`config.mk`:
```
export PLATFORM = sky130hd
export DESIGN_NAME = alarm_tone_gen
export DESIGN_NICKNAME = d
export VERILOG_FILES = /design/src/rtl/alarm_tone_gen.sv
export SDC_FILE = /design/constraint.sdc
export NUM_CORES = 1
export LEC_CHECK = 0
export BUFFER_PORTS_ARGS = -buffer_cell sky130_fd_sc_hd__buf_2
export CAP_MARGIN = 20
export CORE_MARGIN = 2
export CORE_UTILIZATION = 32
export DETAILED_ROUTE_END_ITERATION = 16
export PLACE_DENSITY = 0.47
export SETUP_SLACK_MARGIN = 0.2
export SLEW_MARGIN = 10
export SYNTH_ARGS = -nofsm -noshare
export SYNTH_HDL_FRONTEND = slang
export SYNTH_SLANG_ARGS = --single-unit
```
`constraint.sdc`:
```
create_clock -name CLK -period 2.4 [get_ports CLK]
set_input_delay 0.24 -clock CLK [delete_from_list [all_inputs] [get_ports CLK]]
set_output_delay 0.24 -clock CLK [all_outputs]
set_load 0.05 [all_outputs]
```
`src/rtl/alarm_tone_gen.sv`:
```
// Alarm buzzer driver: self-generated square tone with selectable beat patterns, repeat limit and mute.
// States: IDLE waits for a request, SOUND plays the pattern, MUTED stays silent until the request drops.
module alarm_tone_gen #(
    parameter int                   DIV_W        = 16,
    parameter int                   TONE_DIV_HI  = 25000,
    parameter int                   TONE_DIV_LO  = 37500,
    parameter int                   BEAT_W       = 24,
    parameter int                   BEAT_LEN     = 5000000,
    parameter int                   NUM_BEATS    = 8,
    parameter logic [NUM_BEATS-1:0] PATTERN      = 8'b0101_0101,
    parameter int                   REPEAT_LIMIT = 0
) (
    input  logic                         CLK,
    input  logic                         RST_N,
    input  logic                         alarm_req,
    input  logic [1:0]                   mode,
    input  logic                         ack,
    output logic                         Music,
    output logic                         active,
    output logic [$clog2(NUM_BEATS)-1:0] beat_idx
);

    localparam int IDX_W = $clog2(NUM_BEATS);
    localparam int REP_W = (REPEAT_LIMIT < 2) ? 1 : $clog2(REPEAT_LIMIT + 1);

    localparam logic [DIV_W-1:0]  HALF_HI   = DIV_W'(TONE_DIV_HI);
    localparam logic [DIV_W-1:0]  HALF_LO   = DIV_W'(TONE_DIV_LO);
    localparam logic [BEAT_W-1:0] BEAT_LAST = BEAT_W'(BEAT_LEN - 1);
    localparam logic [IDX_W-1:0]  IDX_LAST  = IDX_W'(NUM_BEATS - 1);
    localparam logic [REP_W:0]    REP_LIM   = (REP_W + 1)'(REPEAT_LIMIT);
    localparam logic [REP_W-1:0]  REP_MAX   = '1;

    generate
        if (BEAT_LEN < 2 || longint'(BEAT_LEN - 1) >= (longint'(1) << BEAT_W)) begin : g_bad_beat
            $error("alarm_tone_gen: BEAT_W cannot hold BEAT_LEN-1 or BEAT_LEN < 2");
        end
        if (TONE_DIV_HI < 2 || TONE_DIV_LO < 2 ||
            longint'(TONE_DIV_HI - 1) >= (longint'(1) << DIV_W) ||
            longint'(TONE_DIV_LO - 1) >= (longint'(1) << DIV_W)) begin : g_bad_div
            $error("alarm_tone_gen: DIV_W cannot hold tone divider or divider < 2");
        end
        if (NUM_BEATS < 2 || (NUM_BEATS & (NUM_BEATS - 1)) != 0) begin : g_bad_beats
            $error("alarm_tone_gen: NUM_BEATS must be a power of two >= 2");
        end
    endgenerate

    typedef enum logic [1:0] {
        ST_IDLE  = 2'd0,
        ST_SOUND = 2'd1,
        ST_MUTED = 2'd2
    } state_t;

    state_t            r_state;
    logic [1:0]        r_cur_mode;
    logic [DIV_W-1:0]  r_div_cnt;
    logic [BEAT_W-1:0] r_beat_cnt;
    logic [IDX_W-1:0]  r_beat_idx;
    logic [REP_W-1:0]  r_rep_cnt;
    logic              r_tone;
    logic              r_music;

    logic [DIV_W-1:0]  w_half_div;
    logic              w_div_last;
    logic              w_beat_last;
    logic              w_pat_wrap;
    logic              w_rep_hit;
    logic              w_tone_gate;

    always_comb begin
        w_half_div  = (r_cur_mode == 2'd3 && r_beat_idx[0]) ? HALF_LO : HALF_HI;
        w_div_last  = (r_div_cnt == w_half_div - 1'b1);
        w_beat_last = (r_beat_cnt == BEAT_LAST);
        w_pat_wrap  = w_beat_last && (r_beat_idx == IDX_LAST);
        w_rep_hit   = (REPEAT_LIMIT != 0) && (({1'b0, r_rep_cnt} + 1'b1) == REP_LIM);
        w_tone_gate = (r_cur_mode == 2'd2) ? PATTERN[r_beat_idx] : 1'b1;
    end

    always_ff @(posedge CLK or negedge RST_N) begin
        if (!RST_N) begin
            r_state    <= ST_IDLE;
            r_cur_mode <= 2'd0;
            r_div_cnt  <= '0;
            r_beat_cnt <= '0;
            r_beat_idx <= '0;
            r_rep_cnt  <= '0;
            r_tone     <= 1'b0;
            r_music    <= 1'b0;
        end else begin
            case (r_state)
                ST_IDLE: begin
                    r_music <= 1'b0;
                    if (alarm_req && mode != 2'd0) begin
                        r_state    <= ST_SOUND;
                        r_cur_mode <= mode;
                        r_div_cnt  <= '0;
                        r_beat_cnt <= '0;
                        r_beat_idx <= '0;
                        r_rep_cnt  <= '0;
                        r_tone     <= 1'b0;
                    end
                end
                ST_SOUND: begin
                    r_music <= r_tone & w_tone_gate;
                    if (!alarm_req) begin
                        r_state    <= ST_IDLE;
                        r_beat_idx <= '0;
                    end else if (ack || (w_pat_wrap && w_rep_hit)) begin
                        r_state    <= ST_MUTED;
                        r_beat_idx <= '0;
                    end else if (w_pat_wrap && mode == 2'd0) begin
                        r_state    <= ST_IDLE;
                        r_beat_idx <= '0;
                    end else if (w_beat_last) begin
                        // every beat restarts the tone in a known phase
                        r_beat_cnt <= '0;
                        r_div_cnt  <= '0;
                        r_tone     <= 1'b0;
                        r_beat_idx <= r_beat_idx + 1'b1;
                        if (w_pat_wrap) begin
                            r_cur_mode <= mode;
                            if (r_rep_cnt != REP_MAX) begin
                                r_rep_cnt <= r_rep_cnt + 1'b1;
                            end
                        end
                    end else begin
                        r_beat_cnt <= r_beat_cnt + 1'b1;
                        if (w_div_last) begin
                            r_div_cnt <= '0;
                            r_tone    <= ~r_tone;
                        end else begin
                            r_div_cnt <= r_div_cnt + 1'b1;
                        end
                    end
                end
                ST_MUTED: begin
                    r_music <= 1'b0;
                    if (!alarm_req) begin
                        r_state <= ST_IDLE;
                    end
                end
                default: begin
                    r_state <= ST_IDLE;
                    r_music <= 1'b0;
                end
            endcase
        end
    end

    assign Music    = r_music;
    assign active   = (r_state == ST_SOUND);
    assign beat_idx = r_beat_idx;

endmodule

```
==> metrics <==
non-filler cells, final=458; Max Clock Freq=0.4739 GHz; dpl hpwl=5319 um; clock sink count=49; sequential share of the synthesized area=44.14%; Syn Nets=325; biggest cell delay along the critical path=0.52 ns; Synth-to-Final Area Change=20.41%; worst setup margin=0.2898 ns; Vias/cell=5.644; Total Routing Usage GR=16.13%; Seq cells post-synth=49; Num CTS Buffers=5; EDFF count, synth=0; antenna-violating nets left=0; Port Buffers=10; drt first pass iters=4; violation count after the first detailed-route iteration=123; most common cell in the netlist=dfrtp_1; vias in the first global route=2440; Final setup viols=0; GRT overflow=0; H-tree depth=2; Crit path arrival time=2.30 ns; Main synth FF type=dfrtp_1; RePlAce Congestion=0.8457; Crit-path slowest cell=or4_4; worst hold margin=0.03929 ns; warnings from Yosys=0; max-slew violation count=0; Core Region=0.008299 sq mm; CP max FO=19; # DRC=0; top cell type's share of synthesized area=44.14%; delay-heaviest family, CP=simple AND/OR/NAND/NOR gates; Async SR Flop Fraction=100.0%; transition time of the tightest slew-check pin=0.8514 ns; largest net degree at the start of global routing=36; P_leak=1.392 nW; Post-Route Setup TNS=0 ns; CP Buf/Inv Count=1; Critical Path End Type=flip-flop; crit path kind=flip-flop to flip-flop; VDD IR-drop max=0.0002603 V; area of the mapped netlist=0.002778 sq mm; Post-Route Skew=0.01567 ns; syn_area_per_cell=8.818 sq um; die area=0.009441 sq mm; root buffer cell=clkbuf_8; synth cell count leaders=49 x dfrtp_1, 43 x o21ai_0, 34 x nand2_1; power density over cell area=540.3 mW/mm^2; WL final=7560 um; Die W=97.17 um; Vias=2585; distinct cell type count after synthesis=49; Rel. slew slack=43.24%; Final Hold Vio Count=0; RSZ-0062 raised after global routing=yes; Clk Latency, worst-skew pair=0.30 ns; critical path, cell by cell=nand2_2 -> or4_4 -> nor3_2 -> a31o_2 -> buf_8 -> nor2_2 -> mux2_2; ANT cells=0; Ports=11; maximum clock path buffer count=2; Mapped Cells=315; first-pass GRT wire length=12540 um; initial antenna violation count=0; Worst-path clk slew=0.10 ns; # rows=33; Place WS=0.05624 ns; Starting Density=33.47%; Synth area leaders=dfrtp_1 44%, o21ai_0 7.7%, nand2_1 4.6%, nor2_1 4.1%, o31ai_1 4.1%; nets=362; hold_buf cts=0; Synth area leader=dfrtp_1; CTS tree=done; Hold Path Class=input port to async pin; share of post-route cells with drive strength above 1=20.96%; fin crit share=87.92%; Crit path required time=2.59 ns; critical path launch point type=flip-flop; Max-cap violations=0; status=finished, final reports clean; Post-Place Cells=448; WL per Instance=16.51 um; die height=97.17 um; fin crit period=2.110 ns
## cell families (layout without fill, tap and decap cells)
| logic type | count (synthesis) | in the layout | synth area share, % |
|---|---|---|---|
| adders and majority gates | 4 | 4 | 1.802 |
| AOI/OAI and AO/OA | 99 | 99 | 22.79 |
| DFF | 49 | 49 | 44.14 |
| buffers and inverters | 18 | 56 | 3.108 |
| muxes | 2 | 2 | 0.8108 |
| and+or+nand+nor | 143 | 143 | 27.34 |
## path summary, 6_finish.rpt
kind,startpoint,to,slack (ns),cells past startpoint
max in group asynchronous,RST_N,r_cur_mode[1],1.71,2
setup reg to reg,r_beat_cnt[18],r_cur_mode[1],0.29,7
hold reg to reg,r_beat_cnt[23],r_beat_cnt[23],0.52,1
setup / recovery,r_beat_cnt[18],r_cur_mode[1],0.29,7
min in group CLK,alarm_req,r_state[1],0.21,3
hold / removal,RST_N,r_beat_cnt[9],0.04,1
## final cells by class
| type | instances | area [sq um] |
|---|---|---|
| Clock inverter | 2 | 13.76 |
| Fill cell | 829 | 4955 |
| Inverter | 6 | 22.52 |
| Timing Repair Buffer | 42 | 314.1 |
| Sequential cell | 49 | 1230 |
| Clock buffer | 6 | 82.58 |
| Multi-Input combinational cell | 248 | 1550 |
| Tap cell | 105 | 131.4 |
## cell usage in the layout (no fill, tap or decap), types with 10 or more instances in the layout
cell	instances
buf_2	10
nand2_1	33
o31ai_1	15
nand3_1	19
dfrtp_1	46
o21ai_0	43
buf_4	29
nor2_1	26
## report_power, final
group | internal, W | switching, W | leakage [nW]
Clock | 0.000234 | 0.000286 | 0.0512
Combinational | 0.000156 | 0.000205 | 0.672
Sequential | 0.000875 | 0.0000510 | 0.669
## layer usage
layer | vias up | GRT usage, % | part of all wire [%]
li1 | 1269 | - | -
met1 | 1267 | 24.41 | 51
met2 | 42 | 24.41 | 45
met3 | 7 | 2.374 | 2.9
met4 | 0 | 3.359 | 0.67
met5 | - | 0 | 0
## state kept, by name (all words and copies together) (netlist names)
name        count
r_beat_cnt     24
r_cur_mode      2
r_state         2
r_tone          1
r_div_cnt      16
beat_idx        3
Music           1
## worst register-to-register path, cell delays in order, from the launching register on
cell     delay [ns]
dfrtp_1        0.43
nand2_2        0.11
or4_4          0.52
nor3_2         0.19
a31o_2         0.24
buf_8          0.18
nor2_2         0.07
mux2_2         0.27
## per-stage QoR
stage / power, W / area [sq um] / utilization [%]
4_1_cts: 0.001820 / 3246 / 39.11
3_3_place_gp: 0.001283 / 3133 / 37.75
5_1_grt: 0.001907 / 3344 / 40.30
6_report: 0.001807 / 3344 / 40.30
2_1_floorplan: 0.001137 / 2778 / -
3_5_place_dp: 0.001289 / 3133 / 37.75
## timing repair
action                                  CTS  global route
pin swaps                                 1             6
endpoints found under the setup margin   35            44
gates resized for setup                   4            20
buffers inserted                          0             2
Power figures use the tool's default switching activity.
